**config.mk**
```make
export PLATFORM = sky130hd
export DESIGN_NAME = uart_tx_cfg
export DESIGN_NICKNAME = d
export VERILOG_FILES = /design/src/rtl/uart_pkg.sv /design/src/rtl/uart_baud_tick.sv /design/src/rtl/uart_tx_cfg.sv
export SDC_FILE = /design/constraint.sdc
export NUM_CORES = 1
export LEC_CHECK = 0
export CORE_ASPECT_RATIO = 1.4
export CORE_MARGIN = 4
export CORE_UTILIZATION = 35
export CTS_CLUSTER_SIZE = 12
export DETAILED_ROUTE_END_ITERATION = 6
export GPL_ROUTABILITY_DRIVEN = 0
export GPL_TIMING_DRIVEN = 0
export HOLD_SLACK_MARGIN = 0.08
export SETUP_SLACK_MARGIN = 0.5
export SLEW_MARGIN = 40
export SYNTH_ARGS = -nofsm -noshare
export SYNTH_HDL_FRONTEND = slang
export SYNTH_SLANG_ARGS = --single-unit
```
**constraint.sdc**
```tcl
create_clock -name i_clk -period 5.5 [get_ports i_clk]
set_input_delay 1.1 -clock i_clk [delete_from_list [all_inputs] [get_ports i_clk]]
set_output_delay 1.1 -clock i_clk [all_outputs]
set_load 0.02 [all_outputs]
```
**src/rtl/uart_pkg.sv**
```systemverilog
// Shared UART definitions: FSM state encoding, parity mode codes and the
// default bit-period divisor for the board clock at 115200 baud.
// UART_TX_BREAK_EN adds the BREAK and MARK states used by line-break support.
package uart_pkg;

   localparam int PAR_NONE = 0;
   localparam int PAR_ODD  = 1;
   localparam int PAR_EVEN = 2;

   localparam int BOARD_CLK_HZ     = 50_000_000;
   localparam int UART_BAUD        = 115_200;
   // Rounded to the nearest whole clock count per bit.
   localparam int DEFAULT_BAUD_DIV = (BOARD_CLK_HZ + UART_BAUD / 2) / UART_BAUD;

   typedef enum logic [2:0] {
      ST_IDLE   = 3'd0,
      ST_START  = 3'd1,
      ST_DATA   = 3'd2,
      ST_PARITY = 3'd3,
      ST_STOP   = 3'd4
`ifdef UART_TX_BREAK_EN
      ,
      ST_BREAK  = 3'd5,
      ST_MARK   = 3'd6
`endif
   } uart_state_t;

endpackage

```
**src/rtl/uart_baud_tick.sv**
```systemverilog
// Bit-period timer: a down-counter loaded with the divisor D that flags the
// last clock of every bit period. Shared by the transmitter and receiver.
module uart_baud_tick #(
   parameter int DIV_W = 16
) (
   input  logic             i_clk,
   input  logic             i_rstn,
   input  logic             i_load,
   input  logic             i_en,
   input  logic [DIV_W-1:0] i_div,
   output logic             o_tick
);

   logic [DIV_W-1:0] cnt_reg;
   logic [DIV_W-1:0] cnt_next;

   // Counting D-1 down to 0 gives exactly D cycles per bit.
   assign o_tick = i_en && (cnt_reg == '0);

   // Next count: restart on load or at the end of each bit, else count down.
   always_comb begin
      cnt_next = cnt_reg;
      if (i_load || o_tick) begin
         cnt_next = i_div - DIV_W'(1);
      end else if (i_en) begin
         cnt_next = cnt_reg - DIV_W'(1);
      end
   end

   // Counter register.
   always_ff @(posedge i_clk or negedge i_rstn) begin
      if (!i_rstn) begin
         cnt_reg <= '0;
      end else begin
         cnt_reg <= cnt_next;
      end
   end

endmodule

```
**src/rtl/uart_tx_cfg.sv**
```systemverilog
// Configurable UART transmitter: DATA_BITS data bits (LSB first), optional
// odd/even parity, 1 or 2 stop bits; bit period taken from i_baud_div when a
// frame is accepted. Strobe/busy/done handshake.
// Optional line break support is built when UART_TX_BREAK_EN is defined.
module uart_tx_cfg
   import uart_pkg::*;
#(
   parameter int DATA_BITS = 8,
   parameter int PARITY    = 0,
   parameter int STOP_BITS = 1,
   parameter int DIV_W     = 16
) (
   input  logic                 i_clk,
   input  logic                 i_rstn,
   input  logic [DIV_W-1:0]     i_baud_div,
   input  logic [DATA_BITS-1:0] i_tx_data,
   input  logic                 i_tx_en,
`ifdef UART_TX_BREAK_EN
   input  logic                 i_break,
`endif
   output logic                 o_txd,
   output logic                 o_tx_busy,
   output logic                 o_tx_done
);

   if (DATA_BITS < 5 || DATA_BITS > 9) begin : g_bad_data_bits
      $error("uart_tx_cfg: DATA_BITS must be in 5..9");
   end
   if (PARITY < 0 || PARITY > 2) begin : g_bad_parity
      $error("uart_tx_cfg: PARITY must be 0, 1 or 2");
   end
   if (STOP_BITS < 1 || STOP_BITS > 2) begin : g_bad_stop_bits
      $error("uart_tx_cfg: STOP_BITS must be 1 or 2");
   end
   if (DIV_W < 2) begin : g_bad_div_w
      $error("uart_tx_cfg: DIV_W must be at least 2");
   end

   localparam logic [3:0] LAST_DATA = 4'(DATA_BITS - 1);
   localparam logic [3:0] LAST_STOP = 4'(STOP_BITS - 1);

   uart_state_t          state_reg, state_next;
   logic [3:0]           bit_reg, bit_next;
   logic [DATA_BITS-1:0] shift_reg, shift_next;
   logic                 par_reg, par_next;
   logic [DIV_W-1:0]     div_reg, div_next;
   logic                 txd_reg, txd_next;
   logic                 done_reg, done_next;
   logic                 load;
   logic                 tick;
   logic                 busy;
   logic                 break_start;
   logic                 frame_start;
   logic [DIV_W-1:0]     eff_div;
   logic [DIV_W-1:0]     tick_div;
   logic [DATA_BITS:0]   xor_chain;
   logic                 par_bit;

   // Parity of the incoming word, folded bit by bit.
   assign xor_chain[0] = 1'b0;
   for (genvar gi = 0; gi < DATA_BITS; gi++) begin : g_par
      assign xor_chain[gi+1] = xor_chain[gi] ^ i_tx_data[gi];
   end
   assign par_bit = (PARITY == PAR_ODD) ? ~xor_chain[DATA_BITS] : xor_chain[DATA_BITS];

   // A divisor below 2 would make bits shorter than the counter can time.
   assign eff_div  = (i_baud_div < DIV_W'(2)) ? DIV_W'(2) : i_baud_div;
   assign tick_div = (state_reg == ST_IDLE) ? eff_div : div_reg;
   assign busy     = (state_reg != ST_IDLE);

`ifdef UART_TX_BREAK_EN
   logic min_reg, min_next;  // break has already lasted one full bit time
   assign break_start = (state_reg == ST_IDLE) && i_break;
`else
   assign break_start = 1'b0;
`endif
   // Break takes priority over data in IDLE.
   assign frame_start = (state_reg == ST_IDLE) && i_tx_en && !break_start;

   uart_baud_tick #(
      .DIV_W (DIV_W)
   ) u_baud (
      .i_clk  (i_clk),
      .i_rstn (i_rstn),
      .i_load (load),
      .i_en   (busy),
      .i_div  (tick_div),
      .o_tick (tick)
   );

   // Next-state logic; the line level follows the state being entered.
   always_comb begin
      state_next = state_reg;
      bit_next   = bit_reg;
      shift_next = shift_reg;
      par_next   = par_reg;
      div_next   = div_reg;
      done_next  = 1'b0;
      load       = 1'b0;
      txd_next   = 1'b1;
`ifdef UART_TX_BREAK_EN
      min_next   = min_reg;
`endif
      case (state_reg)
         ST_IDLE: begin
            if (frame_start) begin
               state_next = ST_START;
               shift_next = i_tx_data;
               par_next   = par_bit;
               div_next   = eff_div;
               bit_next   = '0;
               load       = 1'b1;
            end
`ifdef UART_TX_BREAK_EN
            if (break_start) begin
               state_next = ST_BREAK;
               div_next   = eff_div;
               min_next   = 1'b0;
               load       = 1'b1;
            end
`endif
         end
         ST_START: begin
            if (tick) begin
               state_next = ST_DATA;
               bit_next   = '0;
            end
         end
         ST_DATA: begin
            if (tick) begin
               shift_next = shift_reg >> 1;
               if (bit_reg == LAST_DATA) begin
                  bit_next   = '0;
                  state_next = (PARITY != PAR_NONE) ? ST_PARITY : ST_STOP;
               end else begin
                  bit_next = bit_reg + 4'd1;
               end
            end
         end
         ST_PARITY: begin
            if (tick) begin
               state_next = ST_STOP;
               bit_next   = '0;
            end
         end
         ST_STOP: begin
            if (tick) begin
               if (bit_reg == LAST_STOP) begin
                  state_next = ST_IDLE;
                  bit_next   = '0;
                  done_next  = 1'b1;
               end else begin
                  bit_next = bit_reg + 4'd1;
               end
            end
         end
`ifdef UART_TX_BREAK_EN
         ST_BREAK: begin
            if (tick) begin
               min_next = 1'b1;
            end
            // Release only once a full bit time of low has been driven.
            if (!i_break && (tick || min_reg)) begin
               state_next = ST_MARK;
               load       = 1'b1;
            end
         end
         ST_MARK: begin
            if (tick) begin
               state_next = ST_IDLE;
            end
         end
`endif
         default: begin
            state_next = ST_IDLE;
            bit_next   = '0;
         end
      endcase

      case (state_next)
         ST_START:  txd_next = 1'b0;
         ST_DATA:   txd_next = shift_next[0];
         ST_PARITY: txd_next = par_next;
`ifdef UART_TX_BREAK_EN
         ST_BREAK:  txd_next = 1'b0;
`endif
         default:   txd_next = 1'b1;
      endcase
   end

   // State, datapath and registered line outputs.
   always_ff @(posedge i_clk or negedge i_rstn) begin
      if (!i_rstn) begin
         state_reg <= ST_IDLE;
         bit_reg   <= '0;
         shift_reg <= '0;
         par_reg   <= 1'b0;
         div_reg   <= DIV_W'(DEFAULT_BAUD_DIV);
         txd_reg   <= 1'b1;
         done_reg  <= 1'b0;
      end else begin
         state_reg <= state_next;
         bit_reg   <= bit_next;
         shift_reg <= shift_next;
         par_reg   <= par_next;
         div_reg   <= div_next;
         txd_reg   <= txd_next;
         done_reg  <= done_next;
      end
   end

`ifdef UART_TX_BREAK_EN
   // Minimum-length flag for the current break.
   always_ff @(posedge i_clk or negedge i_rstn) begin
      if (!i_rstn) begin
         min_reg <= 1'b0;
      end else begin
         min_reg <= min_next;
      end
   end
`endif

   assign o_txd     = txd_reg;
   assign o_tx_busy = busy;
   assign o_tx_done = done_reg;

endmodule

```
==> results.txt, run 1 <==
----------------------------------------------------
[Timing]
  Final setup fails ... 0
  Sum Neg Setup Slack ... 0 ns
  Fin. max-slew vios ... 0
  Setup repair after global routing missed its margin ... false
  Min cycle time layout ... 3.84 ns
  Crit share post-route ... 0.698
  Relative slew slack ... 0.526
  Tightest Pin Transition ... 0.707 ns
  Fmax achieved ... 0.260 GHz
  Post-Route Skew ... 0.00607 ns
  Post-route worst setup slack ... 1.66 ns
  Final Hold Viols ... 0

[Worst setup path]
  Worst reg-to-reg setup slack ... 2.49 ns
  Kind of capture point of the worst setup path ... flop
  Length in cells of the worst reg-to-reg path ... 10
  Slowest stage cell on the critical path ... sky130_fd_sc_hd__clkdlybuf4s50_1
  Startpoint of the lowest-slack register-to-register path ... state_reg[0]$_DFF_PN0_
  Maximum net fanout on the critical path ... 10
  Critical Path RT ... 5.66 ns
  Ordered list of cells on the worst path ... clkdlybuf4s50_1 > nor4b_4 > buf_2 > nand3b_1 > o31ai_1 > ha_1 > nand2_1 > nor3_1 > xor2_1 > o21ai_0
  Data arrival time at the worst-slack endpoint ... 4.00 ns
  Max incr delay on CP ... 0.62 ns
  Endpoint of the worst-slack reg-to-reg timing path ... u_baud.cnt_reg[8]$_DFFE_PN0P_
  CP startpoint kind ... input port
  Path type of the worst setup path ... in -> reg

[Clocking]
  Hold bufs inserted after CTS ... 0
  Clock root buffer ... sky130_fd_sc_hd__clkbuf_8
  TritonCTS Buffers ... 5
  Maximum number of buffers from clock root to sink ... 2
  Insertion delay of the later-clocked pin in the worst-skew pair ... 0.30 ns
  Number of clock sinks ... 50
  CTS HTree Levels ... 2
  Register clock-pin slew on the reported worst setup and hold paths ... 0.09 ns
  CTS resizes ... 0
  Post CTS Setup Buffer Count ... 0
  Clock tree from TritonCTS ... done

[Placement]
  Worst slack, placed ... 1.38 ns
  Post-Place Cells ... 447
  Count of input and output buffers ... 29
  Half-perimeter wire length of the detailed placement result ... 5.58 mm

[Floorplan]
  Site row count ... 38
  Io pins ... 30
  Effective utilization at floorplan ... 0.364
  Horizontal die dimension ... 84.5 um
  Floorplan Core Area ... 7890 sq um
  Die Span Y ... 115 um
  Total Die Area ... 9730 sq um

[Synth]
  Share of the yosys chip area belonging to registers ... 0.439
  Number of nets in the synthesized netlist ... 347
  Post-synthesis instance total ... 317
  Yosys warning total ... 0
  Post-synth ARST share ... 1.00
  Library cells used by synthesis ... 53
  Predominant post-synthesis flop cell ... sky130_fd_sc_hd__dfrtp_1
  Synth Cell Area ... 2870 sq um
  Number of enable flip-flop cells after synthesis ... 0
  Synthesized area per cell ... 9.05 sq um
  FF+latch count, synth ... 50

[Route]
  Initial drt markers ... 176
  Count of TritonRoute iterations in the first routing pass ... 5
  Final routed wirelength across all metal layers ... 7.50 mm
  Routed via count divided by cell count ... 5.40
  WL/cell ... 16.5 um
  Vias ... 2455
  Number of remaining DRC errors ... 0
  ANT nets after route ... 0

[Final layout]
  Commonest non-fill, non-tap cells in the layout ... sky130_fd_sc_hd__nand2_1, sky130_fd_sc_hd__dfrtp_1, sky130_fd_sc_hd__clkdlybuf4s50_1
  Antenna Cells ... 0
  Layout Nets ... 384
  Final design utilization ... 0.433
  # fillers ... 816
  Layout-stage area growth over the synthesis result ... 19.1%
  Share of layout cells above drive strength 1 ... 0.113
  Most common cell after layout, fill and taps aside ... sky130_fd_sc_hd__nand2_1
  Non-filler instance count after layout ... 455

[GRT]
  Total routing resource utilization after global routing ... 0.161
  First-pass GRT wire length ... 12.6 mm
  Sum of overflow across all layers after global routing ... 0
  Antenna violations before repair ... 0
  Pin count of the biggest net entering global routing ... 40
  Vias in the first global route ... 2471

[Hold path]
  Number of stages on the worst hold path ... 2
  End of the worst hold path ... div_reg[5]$_DFFE_PN1P_
  Hold Crit Start ... div_reg[5]$_DFFE_PN1P_
  HP Class ... reg -> reg

[Power and ir drop]
  Power per cell area ... 329 nW/um^2
  Maximum vdd drop ... 0.136 mV
  Power consumption ... 1.13 mW
  Pleak ... 1.41 nW

[Run]
  Maximum Capacitance Violations ... 0

[Outcome]
  Outcome ... finished clean

----------------------------------------------------
metrics by stage:
stage	hold WS [ns]	area [sq um]
after floorplan	0.436	2870
after global placement	0.448	3290
after detailed placement	0.452	3300
after CTS	0.465	3420
after global routing	0.478	3420
final	0.463	3420
area by class of cell:
| class | count | area (sq um) | area share |
|---|---|---|---|
| multi-input combinational | 240 | 1490 | 0.436 |
| tap | 100 | 125 | 0.0366 |
| clock inverter | 1 | 30.0 | 0.00878 |
| timing repair buffer | 30 | 308 | 0.0900 |
| inverter | 11 | 41.3 | 0.0121 |
| sequential | 50 | 1260 | 0.368 |
| clock buffer | 7 | 86.3 | 0.0252 |
| buffer | 16 | 80.1 | 0.0234 |
cell usage after synthesis, drive strengths merged (9+ instances only):
cell,number,area (sq um)
nand2,74,278
buf,12,65.1
xnor2,12,105
nor2,25,93.8
inv,11,41.3
a21oi,9,45.0
o21ai,26,130
nor4,9,93.8
dfrtp,44,1100
worst max-delay path, delay by kind of cell:
family	cells	cell delay (ns)
compound gates	2	0.22
fa+ha+maj	1	0.28
xor+xnor	1	0.19
buf+inv	2	0.98
simple gates	4	1.22
per-layer routing:
| metal | up-vias | track usage | routed length [um] |
|---|---|---|---|
| li1 | 1196 | - | - |
| met1 | 1183 | 0.197 | 3180 |
| met2 | 60 | 0.278 | 3770 |
| met3 | 16 | 0.0237 | 311 |
| met4 | 0 | 0.0729 | 241 |
| met5 | - | 0 | 0 |
where the power goes:
| group | internal, mW | leakage [nW] | switching (mW) |
|---|---|---|---|
| clock | 0.148 | 0.0585 | 0.124 |
| combinational | 0.154 | 0.744 | 0.200 |
| sequential | 0.438 | 0.611 | 0.0610 |
kinds of logic (layout without fill, tap and decap cells):
logic type / Yosys count / after routing / synth area share
compound gates: 70 / 70 / 0.175
xor+xnor: 19 / 19 / 0.0580
fa+ha+maj: 3 / 3 / 0.0131
buf+inv: 27 / 65 / 0.0423
flops: 50 / 50 / 0.439
mux: 2 / 2 / 0.00697
simple gates: 146 / 146 / 0.266
worst max path at each step:
stage,to,slack (ns),from,cells past startpoint
final,u_baud.cnt_reg[12]$_DFFE_PN0P_,1.66,i_tx_en,10
after global routing,u_baud.cnt_reg[14]$_DFFE_PN0P_,1.42,i_tx_en,10
after CTS,u_baud.cnt_reg[14]$_DFFE_PN0P_,1.69,i_tx_en,10
after detailed placement,u_baud.cnt_reg[14]$_DFFE_PN0P_,1.38,i_tx_en,10
after global placement,u_baud.cnt_reg[14]$_DFFE_PN0P_,1.36,i_tx_en,10
after floorplan,u_baud.cnt_reg[14]$_DFFE_PN0P_,2.62,i_tx_en,9
(Power assumes the default switching activity.)
==> inputs of run 2 (changes only) <==
- clock period: 5.5 -> 3.2 ns (I/O delays scaled with it)
==> run 2 against run 1 <==
Net effect: wire length up 4.4%; cell area up 11%; final cell count up 4.0%; via count up 4.7%; critical path depth down 1; clock skew down 0.0029 ns; worst hold slack worse by 0.30 ns; die area unchanged; non-clock buffer count up 18; total power up 87%; register-to-register slack worse by 1.9 ns; critical path type is now reg -> reg; largest power group unchanged; highest routed layer unchanged.
==> results.txt, run 2 (same netlist as run 1, synthesis figures left out) <==
----------------------------------------------------
[Outcome]
  Outcome ... finished clean

[Worst setup path]
  Kind of capture point of the worst setup path ... flop
  Maximum net fanout on the critical path ... 9
  Total stage count of the critical path ... 9
  Worst path top cell family by delay ... simple AND/OR/NAND/NOR gates
  Length in cells of the worst reg-to-reg path ... 9
  Endpoint of the worst-slack reg-to-reg timing path ... u_baud.cnt_reg[15]$_DFFE_PN0P_
  Capture point of the critical path ... u_baud.cnt_reg[15]$_DFFE_PN0P_
  Critical Path RT ... 3.37 ns
  Data arrival time at the worst-slack endpoint ... 2.83 ns
  Ordered list of cells on the worst path ... nor4_4 > nand4_1 > buf_6 > o32a_1 > a22oi_4 > nand4_4 > nor4_4 > xnor2_1 > o21ai_1
  Max incr delay on CP ... 0.42 ns
  Path type of the worst setup path ... reg -> reg
  Slowest stage cell on the critical path ... sky130_fd_sc_hd__dfrtp_1
  Launching instance or port of the critical path ... u_baud.cnt_reg[1]$_DFFE_PN0P_
  Worst reg-to-reg setup slack ... 0.54 ns
  Startpoint of the lowest-slack register-to-register path ... u_baud.cnt_reg[1]$_DFFE_PN0P_
  Buffer and inverter count on the worst path ... 1
  CP startpoint kind ... flop
  CP most frequent cell ... sky130_fd_sc_hd__nor4_4

[Timing]
  Min cycle time layout ... 2.66 ns
  Hold Worst Slack ... 0.167 ns
  Fin. max-slew vios ... 0
  Post-Route Skew ... 0.00321 ns
  Sum Neg Setup Slack ... 0 ns
  Tightest Pin Transition ... 0.684 ns
  Final Hold Viols ... 0
  Crit share post-route ... 0.831
  Post-route worst setup slack ... 0.540 ns
  Final setup fails ... 0
  Setup repair after global routing missed its margin ... true
  Relative slew slack ... 0.542
  Fmax achieved ... 0.376 GHz

[Final layout]
  Area of the multi-input gates ... 1690 sq um
  # fillers ... 762
  Layout-stage area growth over the synthesis result ... 32.1%
  Antenna Cells ... 0
  Share of layout cells above drive strength 1 ... 0.212
  Commonest non-fill, non-tap cells in the layout ... sky130_fd_sc_hd__nand2_1, sky130_fd_sc_hd__dfrtp_1, sky130_fd_sc_hd__clkdlybuf4s50_1
  Flip-flop and latch area ... 1260 sq um
  Most common cell after layout, fill and taps aside ... sky130_fd_sc_hd__nand2_1
  Layout Nets ... 402

[Power and ir drop]
  Power per cell area ... 555 nW/um^2
  Pleak ... 1.57 nW
  Power consumption ... 2.10 mW
  Maximum vdd drop ... 0.240 mV

[Clocking]
  Insertion delay of the later-clocked pin in the worst-skew pair ... 0.30 ns
  CTS HTree Levels ... 2
  Hold bufs inserted after CTS ... 0
  Number of clock sinks ... 50
  Clock tree from TritonCTS ... done
  Register clock-pin slew on the reported worst setup and hold paths ... 0.09 ns
  Maximum number of buffers from clock root to sink ... 2
  TritonCTS Buffers ... 5
  Clock root buffer ... sky130_fd_sc_hd__clkbuf_8

[GRT]
  M3 GR Usage ... 0.0194
  First-pass GRT wire length ... 12.7 mm
  Met2 track demand over resource ... 0.289
  Sum of overflow across all layers after global routing ... 0
  Pin count of the biggest net entering global routing ... 40
  Global routing's busiest layer ... met2
  Total routing resource utilization after global routing ... 0.162
  Vias in the first global route ... 2481
  Antenna violations before repair ... 0
  Met1 demand-to-capacity share in global routing ... 0.201

[Run]
  Maximum Capacitance Violations ... 0

[Placement]
  Count of input and output buffers ... 29
  Worst slack, placed ... -0.455 ns
  Half-perimeter wire length of the detailed placement result ... 5.58 mm

[Route]
  Routed via count divided by cell count ... 5.43
  Vias ... 2570
  Number of remaining DRC errors ... 0
  Initial drt markers ... 157
  Count of TritonRoute iterations in the first routing pass ... 5
  WL/cell ... 16.6 um
  ANT nets after route ... 0
  Final routed wirelength across all metal layers ... 7.83 mm

[Floorplan]
  Effective utilization at floorplan ... 0.364
  Io pins ... 30
  Floorplan Core Area ... 7890 sq um
  Total Die Area ... 9730 sq um
  Die Span Y ... 115 um
  Horizontal die dimension ... 84.5 um
  Site row count ... 38

[Hold path]
  HP Class ... in -> async

----------------------------------------------------
run 2: per-stage QoR:
| stage | cell area [sq um] | cells | util |
|---|---|---|---|
| 2_1_floorplan | 2870 | 317 | - |
| 3_3_place_gp | 3290 | 446 | 0.416 |
| 3_5_place_dp | 3300 | 447 | 0.419 |
| 4_1_cts | 3530 | 460 | 0.448 |
| 5_1_grt | 3790 | 473 | 0.480 |
| 6_report | 3790 | 473 | 0.480 |
run 2: cell type report:
cell class / count / share of cell area
multi-input cells: 240 / 0.445
flip-flops and latches: 50 / 0.332
repair buffers: 48 / 0.120
well taps: 100 / 0.0330
plain buffers: 16 / 0.0290
clock buffers: 7 / 0.0228
inverters: 11 / 0.0109
clock inverters: 1 / 0.00792
run 2: repair_timing:
item                                    CTS  global route
resized for setup                        16            35
pin swaps                                 5            18
endpoints found under the setup margin   15            12
buffers inserted                          5            13
run 2: worst min path at each step:
stage / startpoint / to / slack (ns) / cells after the start
6_report: i_rstn / div_reg[6]$_DFFE_PN0P_ / 0.17 / 1
3_3_place_gp: div_reg[4]$_DFFE_PN1P_ / div_reg[4]$_DFFE_PN1P_ / 0.45 / 2
2_1_floorplan: i_rstn / bit_reg[0]$_DFFE_PN0P_ / 0.34 / 0
5_1_grt: i_rstn / div_reg[3]$_DFFE_PN0P_ / 0.16 / 1
4_1_cts: i_rstn / div_reg[2]$_DFFE_PN0P_ / 0.16 / 1
3_5_place_dp: div_reg[5]$_DFFE_PN1P_ / div_reg[5]$_DFFE_PN1P_ / 0.45 / 2
run 2: worst reg2reg max path, cell delays in order, from the launching register on:
cell                      delay (ns)
sky130_fd_sc_hd__dfrtp_1        0.42
sky130_fd_sc_hd__nor4_4         0.33
sky130_fd_sc_hd__nand4_1        0.19
sky130_fd_sc_hd__buf_6          0.19
sky130_fd_sc_hd__o32a_1         0.33
sky130_fd_sc_hd__a22oi_4        0.26
sky130_fd_sc_hd__nand4_4        0.24
sky130_fd_sc_hd__nor4_4         0.34
sky130_fd_sc_hd__xnor2_1        0.15
sky130_fd_sc_hd__o21ai_1        0.07
run 2: per-layer routing:
layer | up-vias | share of wire | wire length [um]
met5 | - | 0 | 0
met4 | 0 | 0.026 | 205
met3 | 17 | 0.032 | 250
met2 | 72 | 0.52 | 4100
met1 | 1247 | 0.42 | 3270
li1 | 1234 | - | -
run 2: power breakdown:
group	total, mW	internal [mW]	switching (mW)
clock	0.467	0.255	0.211
combinational	0.752	0.347	0.405
sequential	0.885	0.753	0.132
total	2.10	1.36	0.749
==> inputs of run 3 (changes only) <==
- clock period: 3.2 -> 2.75 ns (I/O delays scaled with it)
==> run 3 against run 2 <==
Net effect: die area stayed put; core utilization is 1.5 points higher; worst setup slack worse by 0.44 ns; critical path depth is 1 higher; non-clock buffer count is 9 higher; critical path type unchanged; total power is 20% higher; clock skew is 0.0048 ns higher; critical endpoint is now u_baud.cnt_reg[14]$_DFFE_PN0P_; sequential share of layout area is 1.0 points lower; combinational power is 40% higher; count of clock-buffer cells in the layout stayed put.
==> results.txt, run 3 (same netlist as run 1, synthesis figures left out) <==
----------------------------------------------------
[Outcome]
  Outcome ... finished clean

[Run]
  Maximum Capacitance Violations ... 0

[Floorplan]
  Io pins ... 30
  Total Die Area ... 9730 sq um
  Horizontal die dimension ... 84.5 um
  Site row count ... 38
  Floorplan Core Area ... 7890 sq um
  Die Span Y ... 115 um
  Effective utilization at floorplan ... 0.364

[GRT]
  Vias in the first global route ... 2675
  Met1 demand-to-capacity share in global routing ... 0.215
  Total routing resource utilization after global routing ... 0.176
  Global routing's busiest layer ... met2
  Sum of overflow across all layers after global routing ... 0
  Antenna violations before repair ... 0
  Met2 track demand over resource ... 0.314
  Pin count of the biggest net entering global routing ... 35
  First-pass GRT wire length ... 13.7 mm
  M3 GR Usage ... 0.0229

[Clocking]
  Register clock-pin slew on the reported worst setup and hold paths ... 0.09 ns
  Clock root buffer ... sky130_fd_sc_hd__clkbuf_8
  Insertion delay of the later-clocked pin in the worst-skew pair ... 0.31 ns
  Maximum number of buffers from clock root to sink ... 2
  Number of clock sinks ... 50
  Clock tree from TritonCTS ... done
  TritonCTS Buffers ... 5
  CTS HTree Levels ... 2

[Timing]
  Setup repair after global routing missed its margin ... true
  Post-route worst setup slack ... 0.102 ns
  Fin. max-slew vios ... 0
  Fmax achieved ... 0.378 GHz
  Min cycle time layout ... 2.65 ns
  Final setup fails ... 0
  Final Hold Viols ... 0
  Tightest Pin Transition ... 0.513 ns
  Relative slew slack ... 0.658
  Post-Route Skew ... 0.00803 ns
  Crit share post-route ... 0.963

[Final layout]
  Layout Nets ... 411
  Commonest non-fill, non-tap cells in the layout ... sky130_fd_sc_hd__nand2_1, sky130_fd_sc_hd__dfrtp_1, sky130_fd_sc_hd__clkdlybuf4s50_1
  Layout-stage area growth over the synthesis result ... 36.2%
  Antenna Cells ... 0
  Finished Cell Area ... 3910 sq um
  Most common cell after layout, fill and taps aside ... sky130_fd_sc_hd__nand2_1
  Share of layout cells above drive strength 1 ... 0.259
  # fillers ... 755

[Route]
  Final routed wirelength across all metal layers ... 8.08 mm
  Count of TritonRoute iterations in the first routing pass ... 5
  Vias ... 2604
  Number of remaining DRC errors ... 0
  Routed via count divided by cell count ... 5.40
  WL/cell ... 16.8 um
  Initial drt markers ... 184
  ANT nets after route ... 0

[Power and ir drop]
  Power per cell area ... 646 nW/um^2
  Maximum vdd drop ... 0.269 mV
  Pleak ... 1.64 nW
  Power consumption ... 2.53 mW

[Worst setup path]
  Path type of the worst setup path ... reg -> reg
  Data arrival time at the worst-slack endpoint ... 2.83 ns
  Kind of capture point of the worst setup path ... flop
  CP startpoint kind ... flop
  Maximum net fanout on the critical path ... 7
  Critical Path RT ... 2.93 ns

[Placement]
  Placed cell areas ... 3310 sq um
  Worst slack, placed ... -0.718 ns
  Half-perimeter wire length of the detailed placement result ... 5.66 mm
  Count of input and output buffers ... 29

[Hold path]
  HP Class ... in -> async

----------------------------------------------------
==> run 3: cell count changes in the layout (fill, tap and decap cells not counted), moves of 3 or more <==
cell                       delta
sky130_fd_sc_hd__o21ai_0      -3
sky130_fd_sc_hd__clkbuf_2     +3
sky130_fd_sc_hd__nor2_1       -3
sky130_fd_sc_hd__buf_6        +6
==> run 3: final timing paths <==
path | startpoint | end | slack, ns | cells after the start
worst max-delay path | u_baud.cnt_reg[1]$_DFFE_PN0P_ | u_baud.cnt_reg[14]$_DFFE_PN0P_ | 0.10 | 10
worst min-delay path | i_rstn | div_reg[6]$_DFFE_PN0P_ | 0.11 | 1
worst max register to register | u_baud.cnt_reg[1]$_DFFE_PN0P_ | u_baud.cnt_reg[14]$_DFFE_PN0P_ | 0.10 | 10
worst min register to register | div_reg[7]$_DFFE_PN1P_ | div_reg[7]$_DFFE_PN1P_ | 0.46 | 2
max in group asynchronous | i_rstn | o_txd$_DFF_PN1_ | 2.12 | 2
min in group i_clk | div_reg[7]$_DFFE_PN1P_ | div_reg[7]$_DFFE_PN1P_ | 0.46 | 2
==> run 3: final cells by class <==
class	count	area, sq um	area share
timing repair buffer	57	531	0.136
sequential	50	1260	0.322
buffer	16	114	0.0291
tap	100	125	0.0320
multi-input combinational	240	1750	0.447
clock buffer	7	86.3	0.0221
clock inverter	1	5.00	0.00128
inverter	11	41.3	0.0106
==> run 3: repair_timing <==
action | 4_1_cts | 5_1_grt
hold buffers | 0 | 0
endpoints found under the setup margin | 40 | 38
endpoints found under the hold margin | 0 | 0
gates resized for setup | 54 | 16
buffers inserted | 22 | 5
pin swaps | 20 | 14
==> run 3: power by group <==
group	switching, mW	internal (mW)	leakage, nW
logic	0.547	0.506	0.979
registers	0.154	0.876	0.611
clock network	0.241	0.203	0.0482
total	0.942	1.59	1.64
==> run 3: per-stage QoR <==
step                      setup TNS [ns]  utilization  hold slack (ns)  std cells
after floorplan                        0            -            0.254        317
after global placement            -28.04        0.418            0.448        446
after detailed placement           -9.42        0.420            0.442        447
after CTS                              0        0.485            0.109        477
after global routing              -0.129        0.495            0.103        482
final                                  0        0.495            0.106        482
==> run 3: critical path, cell delays in order, from the launching register on <==
cell                      delay (ns)
sky130_fd_sc_hd__dfrtp_1        0.42
sky130_fd_sc_hd__nor4_4         0.34
sky130_fd_sc_hd__nand4_1        0.18
sky130_fd_sc_hd__buf_6          0.18
sky130_fd_sc_hd__o32a_1         0.34
sky130_fd_sc_hd__a22oi_4        0.27
sky130_fd_sc_hd__nand4_4        0.21
sky130_fd_sc_hd__buf_4          0.21
sky130_fd_sc_hd__nor4_4         0.14
sky130_fd_sc_hd__xnor2_1        0.15
sky130_fd_sc_hd__a21oi_1        0.08
==> run 3: metal layers <==
| layer | wire (um) | part of all wire |
|---|---|---|
| met1 | 3170 | 0.39 |
| met2 | 4330 | 0.54 |
| met3 | 400 | 0.050 |
| met4 | 175 | 0.022 |
| met5 | 0 | 0 |
